File: config.mk
export PLATFORM = sky130hd
export DESIGN_NAME = timer_alarm_ctrl
export DESIGN_NICKNAME = d
export VERILOG_FILES = /design/src/rtl/timer_alarm_ctrl_pkg.sv /design/src/rtl/timer_alarm_channel.sv /design/src/rtl/timer_alarm_ctrl.sv
export SDC_FILE = /design/constraint.sdc
export NUM_CORES = 1
export LEC_CHECK = 0
export ABC_AREA = 1
export BUFFER_PORTS_ARGS = -buffer_cell sky130_fd_sc_hd__buf_2
export CORE_ASPECT_RATIO = 1.5
export CORE_MARGIN = 8
export CORE_UTILIZATION = 58
export DETAILED_ROUTE_END_ITERATION = 7
export PLACE_DENSITY = 0.8
export SYNTH_ARGS = -nofsm -noshare
export SYNTH_HDL_FRONTEND = slang
export SYNTH_HIERARCHICAL = 1
export SYNTH_SLANG_ARGS = --single-unit
File: constraint.sdc
create_clock -name clk -period 2.29 [get_ports clk]
set_clock_uncertainty 0.1 [all_clocks]
set_input_delay 0.3435 -clock clk [delete_from_list [all_inputs] [get_ports clk]]
set_output_delay 0.3435 -clock clk [all_outputs]
set_load 0.01 [all_outputs]
File: src/rtl/timer_alarm_ctrl_pkg.sv
// rtl/timer_alarm_ctrl_pkg.sv - Timer command codes, register offsets and FSM states
package timer_alarm_ctrl_pkg;

  localparam logic [2:0] CMD_SET_DIV = 3'b001;
  localparam logic [2:0] CMD_START   = 3'b010;

  localparam logic [2:0] REG_CTRL    = 3'd0;
  localparam logic [2:0] REG_COUNT   = 3'd1;
  localparam logic [2:0] REG_PENDING = 3'd2;
  localparam logic [2:0] REG_MASK    = 3'd3;
  localparam logic [2:0] REG_CMP0    = 3'd4;

  typedef enum logic [1:0] {
    ST_IDLE    = 2'd0,
    ST_LOAD    = 2'd1,
    ST_SET_DIV = 2'd2,
    ST_START   = 2'd3
  } state_t;

endpackage

File: src/rtl/timer_alarm_channel.sv
// rtl/timer_alarm_channel.sv - one-shot equality compare channel
module timer_alarm_channel #(
  parameter int CNT_W = 32
) (
  input  logic             clk,
  input  logic             reset,
  input  logic             wr_en,
  input  logic [CNT_W-1:0] wr_data,
  input  logic [CNT_W-1:0] cnt_q,
  output logic [CNT_W-1:0] cmp,
  output logic             fire
);

  logic armed;

  // A CPU write in the same cycle as a match re-arms and suppresses the fire.
  assign fire = armed && (cnt_q == cmp) && !wr_en;

  always_ff @(posedge clk) begin
    if (reset) begin
      cmp   <= '0;
      armed <= 1'b0;
    end else if (wr_en) begin
      cmp   <= wr_data;
      armed <= 1'b1;
    end else if (fire) begin
      armed <= 1'b0;
    end
  end

endmodule

File: src/rtl/timer_alarm_ctrl.sv
// rtl/timer_alarm_ctrl.sv - Timer configuration sequencer with compare alarms and IRQ
module timer_alarm_ctrl
  import timer_alarm_ctrl_pkg::*;
#(
  parameter int NUM_CH = 4,
  parameter int DIV_W  = 9,
  parameter int CNT_W  = 32
) (
  input  logic        clk,
  input  logic        reset,
  input  logic        chipSelect,
  input  logic        write,
  input  logic [2:0]  address,
  input  logic [31:0] dataIn,
  output logic [31:0] dataOut,
  output logic        irq,
  output logic        tmrChipSelect,
  output logic        tmrWrite,
  output logic        tmrWriteCommand,
  output logic [31:0] tmrDataIn,
  input  logic [31:0] tmrDataOut
);

  state_t             state, state_next;
  logic [DIV_W-1:0]   div;
  logic               start_q, ovr, busy;
  logic               wr_any, wr_ctrl, wr_clr, wr_cfg, wr_count, wr_pending, wr_mask;
  logic [NUM_CH-1:0]  pending, pending_next, mask, mask_next, fire, cmp_wr;
  logic [CNT_W-1:0]   cnt_q;
  logic [CNT_W-1:0]   cmp [NUM_CH];
  logic               tmr_cs_n, tmr_wr_n, tmr_cmd_n;
  logic [31:0]        tmr_data_n;

  assign busy       = (state != ST_IDLE);
  assign wr_any     = chipSelect && write;
  assign wr_ctrl    = wr_any && (address == REG_CTRL);
  assign wr_clr     = wr_ctrl && dataIn[31];
  assign wr_cfg     = wr_ctrl && !dataIn[31];
  assign wr_count   = wr_any && (address == REG_COUNT);
  assign wr_pending = wr_any && (address == REG_PENDING);
  assign wr_mask    = wr_any && (address == REG_MASK);

  // Timer outputs are registered from the next state so the strobe lands one clock after the CPU write.
  always_comb begin
    state_next = state;
    tmr_cs_n   = 1'b0;
    tmr_wr_n   = 1'b0;
    tmr_cmd_n  = 1'b0;
    tmr_data_n = '0;
    case (state)
      ST_IDLE: begin
        if (wr_cfg) begin
          state_next = ST_SET_DIV;
          tmr_cs_n   = 1'b1;
          tmr_cmd_n  = 1'b1;
          tmr_data_n = 32'({dataIn[DIV_W-1:0], CMD_SET_DIV});
        end else if (wr_count) begin
          state_next = ST_LOAD;
          tmr_cs_n   = 1'b1;
          tmr_wr_n   = 1'b1;
          tmr_data_n = dataIn;
        end
      end
      ST_SET_DIV: begin
        if (start_q) begin
          state_next = ST_START;
          tmr_cs_n   = 1'b1;
          tmr_cmd_n  = 1'b1;
          tmr_data_n = 32'(CMD_START);
        end else begin
          state_next = ST_IDLE;
        end
      end
      default: state_next = ST_IDLE;
    endcase
  end

  // Set beats W1C on the same bit.
  always_comb begin
    pending_next = (pending & ~(wr_pending ? dataIn[NUM_CH-1:0] : '0)) | fire;
    mask_next    = wr_mask ? dataIn[NUM_CH-1:0] : mask;
  end

  always_ff @(posedge clk) begin
    if (reset) begin
      state           <= ST_IDLE;
      div             <= '0;
      start_q         <= 1'b0;
      ovr             <= 1'b0;
      tmrChipSelect   <= 1'b0;
      tmrWrite        <= 1'b0;
      tmrWriteCommand <= 1'b0;
      tmrDataIn       <= '0;
      cnt_q           <= '0;
      pending         <= '0;
      mask            <= '0;
      irq             <= 1'b0;
    end else begin
      state           <= state_next;
      tmrChipSelect   <= tmr_cs_n;
      tmrWrite        <= tmr_wr_n;
      tmrWriteCommand <= tmr_cmd_n;
      tmrDataIn       <= tmr_data_n;
      cnt_q           <= tmrDataOut[CNT_W-1:0];
      pending         <= pending_next;
      mask            <= mask_next;
      irq             <= |(pending_next & mask_next);
      if (!busy && wr_cfg) begin
        div     <= dataIn[DIV_W-1:0];
        start_q <= dataIn[9];
      end
      if (wr_clr) begin
        ovr <= 1'b0;
      end else if (busy && (wr_cfg || wr_count)) begin
        ovr <= 1'b1;
      end
    end
  end

  for (genvar g = 0; g < NUM_CH; g++) begin : g_ch
    assign cmp_wr[g] = wr_any && (address == REG_CMP0 + 3'(g));
    timer_alarm_channel #(.CNT_W(CNT_W)) u_ch (
      .clk     (clk),
      .reset   (reset),
      .wr_en   (cmp_wr[g]),
      .wr_data (dataIn[CNT_W-1:0]),
      .cnt_q   (cnt_q),
      .cmp     (cmp[g]),
      .fire    (fire[g])
    );
  end

  always_comb begin
    dataOut = '0;
    if (chipSelect) begin
      case (address)
        REG_CTRL: begin
          dataOut     = 32'(div);
          dataOut[31] = busy;
          dataOut[30] = ovr;
        end
        REG_COUNT:   dataOut = tmrDataOut;
        REG_PENDING: dataOut = 32'(pending);
        REG_MASK:    dataOut = 32'(mask);
        default: begin
          for (int i = 0; i < NUM_CH; i++) begin
            if (address == REG_CMP0 + 3'(i)) dataOut = 32'(cmp[i]);
          end
        end
      endcase
    end
  end

endmodule

[Yosys cells after proc, flatten, opt, wreduce, memory -nomap -nowiden]
Index checks and enable logic that the tools add are counted.
Cells by class
  equality and inequality tests: 13
  muxes and demuxes: 30
  bitwise gates (word level): 5
  reduce and logical (&&, ||, !) cells: 38
Operator list (number)
  32-bit 2-to-1 mux: 7
  32-bit equality test: 4
  32-bit case mux with 4 select lines: 1
  32-bit case mux with 2 select lines: 1
  1-bit logical AND: 21
  3-bit equality test (second input constant): 4
  1-bit 2-to-1 mux: 12
  2-bit nonzero test: 5
  4-bit bitwise AND: 2
  2-bit 2-to-1 mux: 4
  4-bit 2-to-1 mux: 2
  3-bit by 2-bit equality test with 1-bit output (second input constant): 2
  1-bit logical NOT: 6
  4-bit inverter: 1
  4-bit bitwise OR: 1
  1-bit case mux with 2 select lines: 2
  2-bit case mux with 2 select lines: 1
  4-bit OR reduction: 1
  3-bit by 1-bit equality test with 1-bit output (second input constant): 1
  3-bit logical NOT: 1
  3-bit != test (second input constant): 1
  3-bit OR reduction: 1
  2-bit equality test (second input constant): 1
  2-bit logical NOT: 1
  other kinds (3): 3
Word-level totals
  register bits: 221
  input bits: 71
  output and inout port bits: 68
  word-level logic and storage cells: 106

[Depth between registers and ports, before layout]
  depth after elaboration: 8
  mapped depth: 16
  depth with buffers taken out: 15

[Cells and area by module]
The synthesis kept the hierarchy.
Modules (own cells, without submodules)
  timer_alarm_channel: times used 4, cells an instance 226, area an instance 1585.3 um^2, sequential area each 660.6 um^2
  timer_alarm_ctrl: times used 1, cells an instance 663, area an instance 4289.1 um^2, sequential area each 1781.7 um^2

[Worst setup path before layout]
Ideal clock, no wire load.
  kind: input -> register
  from: input address[0]
  to: register irq
  library setup time: 0.065 ns
  arrival time: 1.888 ns
  required time: 2.125 ns
  path slack: 0.237 ns
  cell stages on the path: 16
  buffers on the path: 3
  cells stage by stage: nand2_1 > inv_1 > nand2_1 > buf_2 > nor2_1 > buf_4 > inv_2 > buf_2 > nand2_1 > nor2_1 > inv_1 > nand2_1 > nand2_1 > nand2_1 > nor2_1 > nor2_1
Between the ends
  elaborated cells on any way between the ends: 27
  classes of those cells: eq/ne (6); mux (2); bitwise (4); reduce/logical (15)
RTL lines
  start, declared: RTL line timer_alarm_ctrl.sv:13  | input logic [2:0] address,
  3-bit equality test: RTL line timer_alarm_ctrl.sv:121  | assign cmp_wr[g] = wr_any && (address == REG_CMP0 + 3'(g));
  1-bit logical AND: RTL line timer_alarm_ctrl.sv:121
  named net cmp_wr[3]: RTL line timer_alarm_ctrl.sv:28  | logic [NUM_CH-1:0] pending, pending_next, mask, mask_next, fire, cmp_wr;
  1-bit logical NOT: RTL line timer_alarm_channel.sv:17  | assign fire = armed && (cnt_q == cmp) && !wr_en;
  1-bit logical AND: RTL line timer_alarm_channel.sv:17
  named net fire[3]: RTL line timer_alarm_ctrl.sv:28
  4-bit bitwise OR: RTL line timer_alarm_ctrl.sv:80  | pending_next = (pending & ~(wr_pending ? dataIn[NUM_CH-1:0] : '0)) | fire;
  4-bit bitwise AND: RTL line timer_alarm_ctrl.sv:107  | irq <= |(pending_next & mask_next);
  4-bit OR reduction: RTL line timer_alarm_ctrl.sv:107
  end signal, assigned: RTL line timer_alarm_ctrl.sv:107
  end, declared: RTL line timer_alarm_ctrl.sv:16  | output logic irq,
The timed path passes the listed nets, and every way through them passes these cells.
A chain may end at the register's enable or synchronous reset.

[Worst setup path after layout]
  from: input address[1]
  to: output dataOut[13]
Between the ends
  longest elaborated chain between the ends: 7
  elaborated cells on any way between the ends: 14
  classes of those cells: eq/ne (7); mux (6); reduce/logical (1)
Ends and longest elaborated chain
  3-bit equality test: RTL line timer_alarm_ctrl.sv:147  | if (address == REG_CMP0 + 3'(i)) dataOut = 32'(cmp[i]);
  32-bit 2-to-1 mux (4 in a row): RTL line timer_alarm_ctrl.sv:147
  32-bit case mux with 4 select lines (*): RTL line timer_alarm_ctrl.sv:136  | case (address)
  32-bit 2-to-1 mux (*): RTL line timer_alarm_ctrl.sv:135  | if (chipSelect) begin
  end, declared: RTL line timer_alarm_ctrl.sv:15  | output logic [31:0] dataOut,
Every way passes the cells marked *; elsewhere a longest branch is shown, timed or not.

==> impl_metrics.yaml <==
route:
  first_pass_iters: 6
  first_iter_violations: 863
  drt-vias-per-instance: 5.46
  drt-total-wl_um: 33800
  detail_route.drc_violations: 0
  wl_per_cell_um: 17.1
  vias: 10800
  ant_nets: 0
setup_path:
  r2r_end: "irq"
  crit_chain: "buf_2 > nor2_2 > inv_1 > nor2_2 > buf_12 > nand2_1 > nand4_1 > nand2_1 > a21oi_1 > buf_2"
  reg2regPathDepth: 13
  cpMaxStageDelayCell: "nor2_2"
  rr_startpoint: "cnt_q[14]"
  r2r_slack_ps: 380
  start_kind: "input pin"
  crit_arrival_ps: 1710
  worstPathRequired_ps: 1850
  crit_type: "input pin to output port"
  critPathMaxFanout: 18
  critPathCaptureType: "output port"
  critical-path-max-stage-delay_ps: 250
pwr:
  power_frac_clock: 0.443
  ir_worst_vdd_v: 0.000648
  p_comb_frac: 0.106
  fin_total_pwr_uw: 8880
  swShare: 0.245
  powerDensity_mw_per_mm2: 690
  p_seq_frac: 0.451
  internal-power_uw: 6700
  switchingPower_uw: 2180
  power.leakage_uw: 0.00545
placed_design:
  gp_congestion: 0.918
  dp_hpwl_um: 22900
  port_buffers: 138
  pre_cts_ws_ps: 155
clocking:
  cts_setup_buffers: 0
  cts_buffers: 22
  clockBufferDepth: 3
  clk_pin_slew_ps: 60
  hold_buffers: 46
  clkLatencyLatePin_ps: 510
  cts.sinks: 221
  ctsResizeCount: 0
  tritoncts: "built"
  h-tree-depth: 1
  cts_root_buf: "clkbuf_16"
finish:
  area_growth_syn_to_layout_pct: 21.1
  multi_input_area_mm2: 0.00537
  fin_nets: 1813
  seq_area_mm2: 0.00442
  nFillCells: 1489
  drive_gt1_frac: 0.140
  final_util: 0.718
job:
  maxCapViolations: 0
die:
  coreArea_mm2: 0.0179
  fp.dieW_um: 127
  die_h_um: 182
  ioPinCount: 139
  die_area_mm2: 0.0230
  rows: 60
  initial_core_util: 0.592
logic_synthesis:
  netlist_instances: 1567
  post_synth.cell_area_avg_um2: 6.78
  yosysTopAreaCell: "dfxtp_1"
  syn-num-nets: 1638
  synth-warning-count: 6
  synth_area_mm2: 0.0106
  synth_top_area_frac: 0.416
  synth.area.top_cells: "dfxtp_1, nand2_1, xnor2_1, a21oi_1, nor2_1"
  ys_seq_area_frac: 0.416
  ys_seq_elements: 221
  synth_cell_types: 27
sta:
  worstMarginPinSlew_ps: 791
  fin_crit_ps: 2160
  slew_headroom: 0.473
  clock.fmax_ghz: 0.464
  tns_ps: 0
  min_period_over_period: 0.941
  slew_violations: 0
  hold_viol: 0
  rsz0062_at_grt: "false"
  setup_violations: 0
  setup_slack_ps: 135
grt:
  grt_first_pass_wirelength_um: 54100
  grt_pass1_vias: 11000
  grt_usage: 0.290
  antenna_found_initial: 1
  grt-ovfl-total: 0
  grt_max_degree: 158
hold_path:
  hold_path_end: "tmrDataIn[15]"
  hold_class: "input pin to flip-flop"
  worstHoldStart: "dataIn[15]"
  hold_depth: 3
outcome:
  status: "finished clean"
[area by class of cell]
cell class,count,area share
antenna,1,0.000194
clock buffer,31,0.0502
clock inverter,9,0.0115
inverter,132,0.0385
multi-input combinational,1141,0.417
sequential,221,0.344
tap,217,0.0211
timing repair buffer,224,0.118
[cell usage in the layout, fill, tap and decap left out, drive strengths merged]
cell	instances
a21oi	171
o22ai	8
nand3	28
clkbuf	31
nand4	11
o221ai	2
nor3	3
buf	178
diode	1
clkinv	6
xnor2	104
o211ai	5
dlygate4sd3	46
nor2	172
nand2	577
a22oi	7
a211oi	27
inv	130
o21ai	18
clkinvlp	1
or2	8
bufinv	4
dfxtp	221
[flip-flops by register name, indices dropped and copies added (netlist names), 2 cells and up]
signal           flops
cnt_q               32
div                  9
g_ch.u_ch/armed      4
g_ch.u_ch/cmp      128
mask                 4
pending              4
state                2
tmrDataIn           32
[layer usage]
layer,wire length (µm),vias up,track usage,share of wire
met2,17100,463,0.531,0.51
met5,0,-,0,0
li1,-,5236,-,-
met3,2510,125,0.0449,0.074
met4,1840,0,0.177,0.055
met1,12400,4969,0.304,0.37
[metrics by stage]
stage / area [µm²] / cells / hold slack (ps)
after global placement: 11600 / 1889 / 343
after floorplan: 10600 / 1567 / 331
after CTS: 12900 / 1975 / 0.288
after detailed placement: 11600 / 1889 / 350
final: 12900 / 1976 / 5.43
after global routing: 12900 / 1976 / 11.8
[synthesized netlist by cell type]
library cell,n
a211oi_1,27
a21oi_1,171
a22oi_1,7
buf_2,29
buf_4,8
buf_6,2
clkbuf_1,34
clkinv_1,2
dfxtp_1,221
inv_1,121
inv_2,9
nand2_1,574
nand2_2,3
nand3_1,28
nand4_1,11
nor2_1,162
nor2_2,6
nor2_4,4
nor3_1,3
o211ai_1,5
o21ai_0,17
o21ai_1,1
o221ai_1,2
o22ai_1,8
or2_0,2
or2_2,6
xnor2_1,104
[power groups by stage]
stage          sequential [µW]  clock, µW  combinational (µW)
2_1_floorplan             4070          0                 502
3_3_place_gp              4090          0                 845
3_5_place_dp              4090          0                 856
4_1_cts                   4000       3970                 922
5_1_grt                   4010       4110                1020
6_report                  4010       3940                 939
[how the worst max path moves through the flow]
stage                        endpoint  cells past startpoint       start
after detailed placement  dataOut[13]                     10  address[1]
after global routing      dataOut[19]                     10  address[1]
after floorplan                   irq                     16  address[0]
after CTS                 dataOut[13]                     10  address[1]
after global placement     dataOut[8]                      8  address[1]
final                     dataOut[13]                     10  address[1]
[cells by family after synthesis]
kind of cell / share of synthesized area
DFF: 0.416
AOI/OAI and AO/OA: 0.123
and+or+nand+nor: 0.295
buffers and inverters: 0.0800
xor gates and xnor gates: 0.0857
[worst max-delay path, delay by kind of cell]
family / cells / cell delay (ps)
compound gates: 1 / 130
buf+inv: 4 / 590
simple gates: 5 / 630
(Power assumes the default switching activity.)
